==> src/rtl/seg_scan_decoder_pkg.sv <==
// ----------------------------------------------------------------------------
// display_pkg
// Shared definitions for the seven-segment display path: active-low segment
// patterns (ordered {g,f,e,d,c,b,a}), special digit codes, the scan-decoder
// FSM state type and small anode helpers.
// ----------------------------------------------------------------------------
package display_pkg;

    localparam logic [6:0] SEG_0     = 7'h40;
    localparam logic [6:0] SEG_1     = 7'h79;
    localparam logic [6:0] SEG_2     = 7'h24;
    localparam logic [6:0] SEG_3     = 7'h30;
    localparam logic [6:0] SEG_4     = 7'h19;
    localparam logic [6:0] SEG_5     = 7'h12;
    localparam logic [6:0] SEG_6     = 7'h02;
    localparam logic [6:0] SEG_7     = 7'h78;
    localparam logic [6:0] SEG_8     = 7'h00;
    localparam logic [6:0] SEG_9     = 7'h10;
    localparam logic [6:0] SEG_BLANK = 7'h7F;

    localparam logic [3:0] DIG_BLANK = 4'hF;
    localparam logic [3:0] DIG_BAD   = 4'hE;

    typedef enum logic [1:0] {
        ST_IDLE     = 2'd0,
        ST_SETTLE   = 2'd1,
        ST_CAPTURED = 2'd2
    } scan_state_e;

    // Exactly one anode driven (active low).
    function automatic logic an_single(input logic [7:0] an);
        return $onehot(~an);
    endfunction

    // Two or more anodes driven at once.
    function automatic logic an_multi(input logic [7:0] an);
        return !$onehot0(~an);
    endfunction

    // Position of the (single) active-low anode; only meaningful when
    // an_single() is true.
    function automatic logic [2:0] an_index(input logic [7:0] an);
        logic [2:0] idx;
        idx = 3'd0;
        for (int i = 0; i < 8; i++) begin
            if (!an[i]) idx = 3'(i);
        end
        return idx;
    endfunction

endpackage

==> src/rtl/seg_scan_decoder_if.sv <==
// ----------------------------------------------------------------------------
// seg_scan_decoder_if
// Bundles the multiplexed display bus (seg/an) with the reconstructed frame
// outputs of the scan decoder.
//   master : drives seg/an, observes the decoded frame (scan source / bench)
//   slave  : samples seg/an, produces digits/frame_valid/frame_err/scan_lost
// ----------------------------------------------------------------------------
interface seg_scan_decoder_if;
    logic [6:0]  seg;          // active-low segments {g,f,e,d,c,b,a}
    logic [7:0]  an;           // active-low digit enables, an[0] = rightmost
    logic [31:0] digits;       // nibble i = digit i
    logic        frame_valid;  // one-cycle pulse on frame delivery
    logic        frame_err;    // delivered frame had an illegal/multi-anode sample
    logic        scan_lost;    // no capture for the timeout interval

    modport master (
        output seg, an,
        input  digits, frame_valid, frame_err, scan_lost
    );

    modport slave (
        input  seg, an,
        output digits, frame_valid, frame_err, scan_lost
    );
endinterface

==> src/rtl/seg_scan_decoder_decode.sv <==
// ----------------------------------------------------------------------------
// seg7_decode
// Purely combinational seven-segment pattern decoder.
//   seg_i     : active-low segment pattern {g,f,e,d,c,b,a}
//   value_o   : 0-9, DIG_BLANK for all segments off, DIG_BAD otherwise
//   illegal_o : pattern is neither a digit nor blank
// ----------------------------------------------------------------------------
module seg7_decode
    import display_pkg::*;
(
    input  logic [6:0] seg_i,
    output logic [3:0] value_o,
    output logic       illegal_o
);

    always_comb begin
        value_o   = DIG_BAD;
        illegal_o = 1'b0;
        unique case (seg_i)
            SEG_0:     value_o = 4'd0;
            SEG_1:     value_o = 4'd1;
            SEG_2:     value_o = 4'd2;
            SEG_3:     value_o = 4'd3;
            SEG_4:     value_o = 4'd4;
            SEG_5:     value_o = 4'd5;
            SEG_6:     value_o = 4'd6;
            SEG_7:     value_o = 4'd7;
            SEG_8:     value_o = 4'd8;
            SEG_9:     value_o = 4'd9;
            SEG_BLANK: value_o = DIG_BLANK;
            default: begin
                value_o   = DIG_BAD;
                illegal_o = 1'b1;
            end
        endcase
    end

endmodule

==> src/rtl/seg_scan_decoder.sv <==
// ----------------------------------------------------------------------------
// seg_scan_decoder
// Rebuilds the eight displayed digits from the multiplexed seven-segment bus.
// A digit is captured once per dwell after the bus has been stable for
// STABLE_CYCLES samples; when all eight digits have been seen the shadow
// image is delivered on digits with a one-cycle frame_valid pulse.
//   clk   : system clock
//   reset : asynchronous, active-low
//   dsp   : slave side of seg_scan_decoder_if (seg/an in, frame results out)
//
// state       | meaning
// ------------+-----------------------------------------------------------
// ST_IDLE     | no single anode active (blanking or multi-anode)
// ST_SETTLE   | single anode active, counting identical samples
// ST_CAPTURED | digit of this dwell captured, waiting for the bus to change
// ----------------------------------------------------------------------------
module seg_scan_decoder
    import display_pkg::*;
#(
    parameter int STABLE_CYCLES  = 4,
    parameter int TIMEOUT_CYCLES = 4096
) (
    input  logic              clk,
    input  logic              reset,
    seg_scan_decoder_if.slave dsp
);

    localparam int STB_W = $clog2(STABLE_CYCLES + 1);
    localparam int TMO_W = $clog2(TIMEOUT_CYCLES + 1);

    // Stability timer counts down the remaining identical samples after the
    // first one; capture happens when it would expire.
    localparam logic [STB_W-1:0] STB_RELOAD = STB_W'(STABLE_CYCLES - 1);
    localparam logic [STB_W-1:0] STB_ONE    = STB_W'(1);
    localparam logic [TMO_W-1:0] TMO_RELOAD = TMO_W'(TIMEOUT_CYCLES);
    localparam logic [TMO_W-1:0] TMO_ONE    = TMO_W'(1);

    // input registers and previous sample
    logic [6:0]  seg_q;
    logic [7:0]  an_q;
    logic [14:0] prev_q;

    // FSM and timers
    scan_state_e       state_q, state_d;
    logic [STB_W-1:0]  stab_q, stab_d;
    logic [TMO_W-1:0]  tmo_q, tmo_d;

    // frame assembly
    logic [31:0] shadow_q, shadow_d;
    logic [7:0]  mask_q, mask_d;
    logic        acc_q, acc_d;

    // outputs
    logic [31:0] digits_q, digits_d;
    logic        frame_valid_q, frame_valid_d;
    logic        frame_err_q, frame_err_d;
    logic        scan_lost_q, scan_lost_d;

    // combinational helpers
    logic [14:0] samp;
    logic        changed;
    logic        single;
    logic        multi;
    logic [2:0]  cap_idx;
    logic        capture;
    logic        complete;
    logic        tmo_hit;
    logic [3:0]  dec_val;
    logic        dec_ill;

    seg7_decode u_dec (
        .seg_i     (seg_q),
        .value_o   (dec_val),
        .illegal_o (dec_ill)
    );

    assign samp     = {an_q, seg_q};
    assign changed  = (samp != prev_q);
    assign single   = an_single(an_q);
    assign multi    = an_multi(an_q);
    assign cap_idx  = an_index(an_q);
    assign complete = (mask_q == 8'hFF);

    // ---------------------------------------------------------------- FSM
    always_ff @(posedge clk or negedge reset) begin
        if (!reset) begin
            state_q <= ST_IDLE;
            stab_q  <= '0;
        end else begin
            state_q <= state_d;
            stab_q  <= stab_d;
        end
    end

    always_comb begin
        state_d = state_q;
        stab_d  = stab_q;
        capture = 1'b0;
        unique case (state_q)
            ST_IDLE: begin
                if (single) begin
                    state_d = ST_SETTLE;
                    stab_d  = STB_RELOAD;
                end
            end
            ST_SETTLE: begin
                if (changed) begin
                    if (single) begin
                        stab_d = STB_RELOAD;
                    end else begin
                        state_d = ST_IDLE;
                    end
                end else if (stab_q == STB_ONE) begin
                    capture = 1'b1;
                    state_d = ST_CAPTURED;
                end else begin
                    stab_d = stab_q - STB_ONE;
                end
            end
            ST_CAPTURED: begin
                if (changed) begin
                    if (single) begin
                        state_d = ST_SETTLE;
                        stab_d  = STB_RELOAD;
                    end else begin
                        state_d = ST_IDLE;
                    end
                end
            end
            default: state_d = ST_IDLE;
        endcase
    end

    // ------------------------------------------------------- frame datapath
    // The timeout only fires on a cycle without a capture; a completion on
    // the same edge suppresses scan_lost.
    assign tmo_hit = !capture && (tmo_q == TMO_ONE);

    always_comb begin
        shadow_d      = shadow_q;
        mask_d        = mask_q;
        acc_d         = acc_q;
        digits_d      = digits_q;
        frame_valid_d = 1'b0;
        frame_err_d   = frame_err_q;
        scan_lost_d   = scan_lost_q;
        tmo_d         = tmo_q;

        if (complete) begin
            digits_d      = shadow_q;
            frame_err_d   = acc_q;
            frame_valid_d = 1'b1;
        end

        if (complete || tmo_hit) begin
            mask_d = 8'h00;
            acc_d  = 1'b0;
        end

        if (capture) begin
            shadow_d[4*cap_idx +: 4] = dec_val;
            mask_d[cap_idx]          = 1'b1;
            acc_d                    = acc_d | dec_ill;
            tmo_d                    = TMO_RELOAD;
            scan_lost_d              = 1'b0;
        end else begin
            // counter parks at zero until the next capture
            if (tmo_q != '0) tmo_d = tmo_q - TMO_ONE;
            if (tmo_hit && !complete) scan_lost_d = 1'b1;
        end

        // Errors seen on this edge belong to the frame being assembled next.
        acc_d = acc_d | multi;
    end

    always_ff @(posedge clk or negedge reset) begin
        if (!reset) begin
            seg_q         <= SEG_BLANK;
            an_q          <= 8'hFF;
            prev_q        <= {8'hFF, SEG_BLANK};
            shadow_q      <= {8{DIG_BLANK}};
            mask_q        <= 8'h00;
            acc_q         <= 1'b0;
            tmo_q         <= TMO_RELOAD;
            digits_q      <= {8{DIG_BLANK}};
            frame_valid_q <= 1'b0;
            frame_err_q   <= 1'b0;
            scan_lost_q   <= 1'b0;
        end else begin
            seg_q         <= dsp.seg;
            an_q          <= dsp.an;
            prev_q        <= samp;
            shadow_q      <= shadow_d;
            mask_q        <= mask_d;
            acc_q         <= acc_d;
            tmo_q         <= tmo_d;
            digits_q      <= digits_d;
            frame_valid_q <= frame_valid_d;
            frame_err_q   <= frame_err_d;
            scan_lost_q   <= scan_lost_d;
        end
    end

    assign dsp.digits      = digits_q;
    assign dsp.frame_valid = frame_valid_q;
    assign dsp.frame_err   = frame_err_q;
    assign dsp.scan_lost   = scan_lost_q;

endmodule
==> src/flat_wrapper.sv <==
// flat-port wrapper written by rule: the top's interface ports become plain ports
module seg_scan_decoder_flat import display_pkg::*;
#(
    parameter int STABLE_CYCLES  = 4,
    parameter int TIMEOUT_CYCLES = 4096
)
  (clk, reset, dsp_seg, dsp_an, dsp_digits, dsp_frame_valid, dsp_frame_err, dsp_scan_lost);
  seg_scan_decoder_if dsp_i ();
  input  logic clk;
  input  logic reset;
  input wire logic [$bits(dsp_i.seg)-1:0] dsp_seg;
  input wire logic [$bits(dsp_i.an)-1:0] dsp_an;
  output wire logic [$bits(dsp_i.digits)-1:0] dsp_digits;
  output wire logic [$bits(dsp_i.frame_valid)-1:0] dsp_frame_valid;
  output wire logic [$bits(dsp_i.frame_err)-1:0] dsp_frame_err;
  output wire logic [$bits(dsp_i.scan_lost)-1:0] dsp_scan_lost;
  assign dsp_i.seg = dsp_seg;
  assign dsp_i.an = dsp_an;
  assign dsp_digits = dsp_i.digits;
  assign dsp_frame_valid = dsp_i.frame_valid;
  assign dsp_frame_err = dsp_i.frame_err;
  assign dsp_scan_lost = dsp_i.scan_lost;
  seg_scan_decoder #(.STABLE_CYCLES(STABLE_CYCLES), .TIMEOUT_CYCLES(TIMEOUT_CYCLES)) u_core (.clk(clk), .reset(reset), .dsp(dsp_i));
endmodule
==> config.mk <==
export PLATFORM = sky130hd
export DESIGN_NAME = seg_scan_decoder_flat
export DESIGN_NICKNAME = d
export VERILOG_FILES = /design/src/rtl/seg_scan_decoder_pkg.sv /design/src/rtl/seg_scan_decoder_if.sv /design/src/rtl/seg_scan_decoder_decode.sv /design/src/rtl/seg_scan_decoder.sv /design/src/flat_wrapper.sv
export SDC_FILE = /design/constraint.sdc
export NUM_CORES = 1
export LEC_CHECK = 0
export CAP_MARGIN = 20
export CORE_MARGIN = 1
export CORE_UTILIZATION = 40
export CTS_CLUSTER_DIAMETER = 100
export CTS_CLUSTER_SIZE = 12
export DETAILED_ROUTE_END_ITERATION = 8
export PLACE_DENSITY = 0.64
export SETUP_SLACK_MARGIN = 0.4
export SYNTH_ARGS = -nofsm -noshare
export SYNTH_HDL_FRONTEND = slang
export SYNTH_SLANG_ARGS = --single-unit
export TNS_END_PERCENT = 20
==> constraint.sdc <==
create_clock -name clk -period 3.8 [get_ports clk]
set_input_delay 0.76 -clock clk [delete_from_list [all_inputs] [get_ports clk]]
set_output_delay 0.76 -clock clk [all_outputs]
set_load 0.02 [all_outputs]
==> impl_table.tex <==
\begin{tabular}{lr}
\hline
Metric & Value \\
\hline
\multicolumn{2}{l}{\textbf{Power}} \\
Share of total power consumed by net switching & 0.256 \\
Power consumption & 3.51 mW \\
Combinational share of power & 0.138 \\
Leak pwr & 3.01 nW \\
Cell-internal power & 2.61 mW \\
NetSw & 898 µW \\
Max VDD drop & 0.000287 V \\
Portion of total power attributed to the clock network & 0.429 \\
Share of total power in sequential cells & 0.433 \\
Power density over the cells & 500 nW/µm² \\
\multicolumn{2}{l}{\textbf{Placed design}} \\
Weighted congestion at the end of routability-driven global placement & 0.800 \\
Placed insts & 731 \\
Detailed Place HPWL & 7430 µm \\
Total of buffers placed on input and output ports & 51 \\
\multicolumn{2}{l}{\textbf{Drt}} \\
Post-DR vias/cell & 5.04 \\
Detail-routed net length per standard cell & 14.4 µm \\
Initial DRC Count & 222 \\
DRT Wirelength & 11100 µm \\
Count of nets left with antenna violations after detail routing & 0 \\
DRC violation count after routing & 0 \\
Pre-antenna DRT Iters & 5 \\
Total via count after detailed routing & 3894 \\
\multicolumn{2}{l}{\textbf{Final layout}} \\
Count of filler cells inserted in the layout & 1247 \\
Ant diodes & 0 \\
Multi-input combinational cell area & 2250 µm² \\
Fraction of final layout cells sized beyond drive strength 1 & 0.325 \\
Combined flip-flop and latch cell area & 3220 µm² \\
Non-filler instance count after layout & 773 \\
Area growth from synthesis to layout & 25.0\% \\
\# nets final & 619 \\
\multicolumn{2}{l}{\textbf{Yosys}} \\
Synthesized-area fraction occupied by and/or/nand/nor cells & 0.185 \\
Post-synthesis cell type count & 54 \\
Post-synthesis compound-gate area fraction & 0.0532 \\
Area of the mapped netlist & 5620 µm² \\
Yosys top cell by area & sky130\_fd\_sc\_hd\_\_dfstp\_2 \\
Fraction of post-synthesis cell area in the top cell type by area & 0.444 \\
Arithmetic-cell share of the synthesized area counting full adders, half adders and majority gates & 0.0454 \\
Xor and xnor fraction of the mapped netlist area & 0.0374 \\
Library cell with the highest instance count after synthesis & sky130\_fd\_sc\_hd\_\_nand2\_1 \\
Multiplexer area fraction after synthesis & 0.0668 \\
Synthesis warning total & 0 \\
Synth Flop Type & sky130\_fd\_sc\_hd\_\_dfstp\_2 \\
Share of the yosys chip area belonging to registers & 0.573 \\
Number of enable-type register cells in the synthesized netlist & 0 \\
Most common library cells after synthesis & sky130\_fd\_sc\_hd\_\_nand2\_1, sky130\_fd\_sc\_hd\_\_dfstp\_2, sky130\_fd\_sc\_hd\_\_dfrtp\_1, sky130\_fd\_sc\_hd\_\_inv\_1, sky130\_fd\_sc\_hd\_\_mux2\_2 \\
Net Count, Synth & 554 \\
Cells after synthesis & 519 \\
Count of state elements after synthesis & 124 \\
Post-Synthesis Mean Instance Area & 10.8 µm² \\
Dominant combinational cell family by area after synthesis & simple AND/OR/NAND/NOR gates \\
Async S/R FF share, synth & 1.00 \\
Synth area leaders & sky130\_fd\_sc\_hd\_\_dfstp\_2, sky130\_fd\_sc\_hd\_\_dfrtp\_1, sky130\_fd\_sc\_hd\_\_nand2\_1 \\
\multicolumn{2}{l}{\textbf{CTS}} \\
CTS tree & built \\
CTS root buf & sky130\_fd\_sc\_hd\_\_clkbuf\_16 \\
Worst-path clk slew & 0.05 ns \\
Buffer levels on the longest clock path & 2 \\
Number of H-tree branching levels & 4 \\
Skew-Pair Late Insertion Delay & 0.41 ns \\
TritonCTS sink count & 124 \\
CTS buffer count & 17 \\
\multicolumn{2}{l}{\textbf{STA}} \\
Setup-failing EPs final & 0 \\
Final hold violations & 0 \\
Setup TNS & 0 ns \\
Max Clock Freq & 304 MHz \\
Worst hold margin & 0.222 ns \\
Ratio of final minimum period to clock period & 0.865 \\
Transition at the pin with the smallest max-transition slack & 0.963 ns \\
Clk\_skew & 0.00637 ns \\
Minimum period implied by the final worst setup slack & 3.29 ns \\
Final slew viol count & 0 \\
Worst slew margin relative to its limit & 0.349 \\
Setup repair after global routing missed its margin & false \\
\multicolumn{2}{l}{\textbf{Critical path}} \\
CP max FO & 3 \\
Category of the most critical setup path & reg -> reg \\
Buf+Inv Stages, Crit Path & 4 \\
Slowest cell on the critical path & sky130\_fd\_sc\_hd\_\_dfstp\_2 \\
Family with the most delay on the worst path & adder cells \\
Critical-path cell list & inv\_2, ha\_4, inv\_2, fa\_2, inv\_2, fa\_1, ha\_2, inv\_2, fa\_1, nand2\_2, nor2\_4, a31oi\_4, a21boi\_2, a31oi\_1, o22a\_1 \\
CP max stage delay & 0.56 ns \\
Nature of the critical path endpoint & register \\
Category of the worst setup path launch point & register \\
Most repeated library cell on the critical path & sky130\_fd\_sc\_hd\_\_inv\_2 \\
Signal arrival time at the worst endpoint & 3.58 ns \\
Req. time, crit path & 4.09 ns \\
\multicolumn{2}{l}{\textbf{Global routing}} \\
Number of global-route vias before repair & 3998 \\
Number of antenna violations at the first check in global routing & 0 \\
Met3 Track Usage GR & 0.0448 \\
GR Util All Layers & 0.168 \\
Global-route wire length before repair & 18900 µm \\
M1 GR Usage & 0.219 \\
Gr ovfl total & 0 \\
Pin count of the biggest net entering global routing & 82 \\
Routing usage on met2 & 0.267 \\
Layer with the highest usage & met2 \\
\multicolumn{2}{l}{\textbf{Floorplan}} \\
Standard-cell rows & 42 \\
Die span in y & 121 µm \\
Total core area & 13500 µm² \\
Top Ports & 52 \\
Starting density of the core & 0.418 \\
Width of the die & 121 µm \\
Die outline area & 14500 µm² \\
\multicolumn{2}{l}{\textbf{Status}} \\
Run status & finished clean \\
\multicolumn{2}{l}{\textbf{Job}} \\
Max-capacitance violation count & 0 \\
\multicolumn{2}{l}{\textbf{Min path}} \\
Hold Crit Class & in -> async \\
\hline
\end{tabular}
[power groups by stage]
stage	clock [mW]	combinational, mW	sequential (mW)
3_5_place_dp	0	0.419	1.54
3_3_place_gp	0	0.399	1.53
2_1_floorplan	0	0.293	1.52
4_1_cts	1.54	0.438	1.52
6_report	1.51	0.484	1.52
5_1_grt	1.59	0.549	1.54
[state kept, by name, summed over array words and instances (netlist names)]
name / count
u_core.acc_q: 1
u_core.an_q: 8
u_core.dsp.digits: 32
u_core.dsp.frame_err: 1
u_core.dsp.frame_valid: 1
u_core.dsp.scan_lost: 1
u_core.mask_q: 8
u_core.prev_q: 15
u_core.seg_q: 7
u_core.shadow_q: 32
u_core.stab_q: 3
u_core.state_q: 2
u_core.tmo_q: 13
[stage by stage]
| stage | area [µm²] | util | worst slack [ns] |
|---|---|---|---|
| floorplan | 5620 | - | 0.514 |
| global placement | 6300 | 0.468 | 0.440 |
| detailed placement | 6310 | 0.469 | 0.291 |
| CTS | 6910 | 0.513 | 0.418 |
| global route | 7020 | 0.522 | 0.365 |
| finish | 7020 | 0.522 | 0.513 |
[kinds of logic after synthesis]
| group | Yosys count |
|---|---|
| AO/OA/AOI/OAI | 46 |
| XOR/XNOR | 24 |
| adder cells (fa/ha/maj) | 18 |
| buffers and inverters | 52 |
| flip-flops | 124 |
| multiplexers | 32 |
| AND/OR/NAND/NOR | 223 |
[placed cells by master, fill, tap and decap left out, types with 5 or more instances in the layout]
cell,netlist,routed
sky130_fd_sc_hd__nand2_1,128,127
sky130_fd_sc_hd__dfstp_2,95,95
sky130_fd_sc_hd__clkdlybuf4s50_1,0,50
sky130_fd_sc_hd__dfrtp_1,29,29
sky130_fd_sc_hd__mux2_2,27,27
sky130_fd_sc_hd__nor2_1,24,23
sky130_fd_sc_hd__inv_1,29,21
sky130_fd_sc_hd__clkbuf_16,0,18
sky130_fd_sc_hd__xnor2_1,15,15
sky130_fd_sc_hd__buf_4,1,15
sky130_fd_sc_hd__a21oi_1,14,14
sky130_fd_sc_hd__nand4_1,11,11
sky130_fd_sc_hd__ha_1,14,11
sky130_fd_sc_hd__nand3_1,10,10
sky130_fd_sc_hd__inv_2,1,9
sky130_fd_sc_hd__xor2_1,9,9
sky130_fd_sc_hd__clkinv_2,0,7
sky130_fd_sc_hd__or3_1,6,6
sky130_fd_sc_hd__nor4_1,6,6
sky130_fd_sc_hd__nor3_1,6,6
sky130_fd_sc_hd__o21ai_0,5,5
sky130_fd_sc_hd__o22ai_1,5,5
[what timing repair did]
action / in CTS / in global routing
endpoints found under the setup margin: 1 / 2
hold buffers: 0 / 0
setup buffers: 5 / 4
pin swaps: 2 / 10
resized for setup: 3 / 17
[worst paths after layout]
path                                      from                  end  slack [ns]  cells past startpoint
min in group clk                u_core.an_q[0]     u_core.prev_q[7]        0.38                      0
worst min-delay path                     reset      u_core.tmo_q[2]        0.22                      1
worst max register to register  u_core.an_q[2]     u_core.stab_q[1]        0.51                     15
max in group asynchronous                reset  u_core.shadow_q[26]        2.66                      3
worst min register to register  u_core.an_q[0]     u_core.prev_q[7]        0.38                      0
worst max-delay path            u_core.an_q[2]     u_core.stab_q[1]        0.51                     15
[metal layers]
layer  wire [µm]  vias to the layer above
li1            -                     1872
met1        5040                     1920
met2        5510                       89
met3         408                       13
met4         155                        0
met5           0                        -
[cell type report]
type	instances	area share
flip-flops and latches	124	0.459
multi-input cells	343	0.320
repair buffers	67	0.0941
clock buffers	24	0.0702
well taps	176	0.0314
inverters	31	0.0166
clock inverters	8	0.00926
No activity file was read; power rests on OpenSTA's default activity.
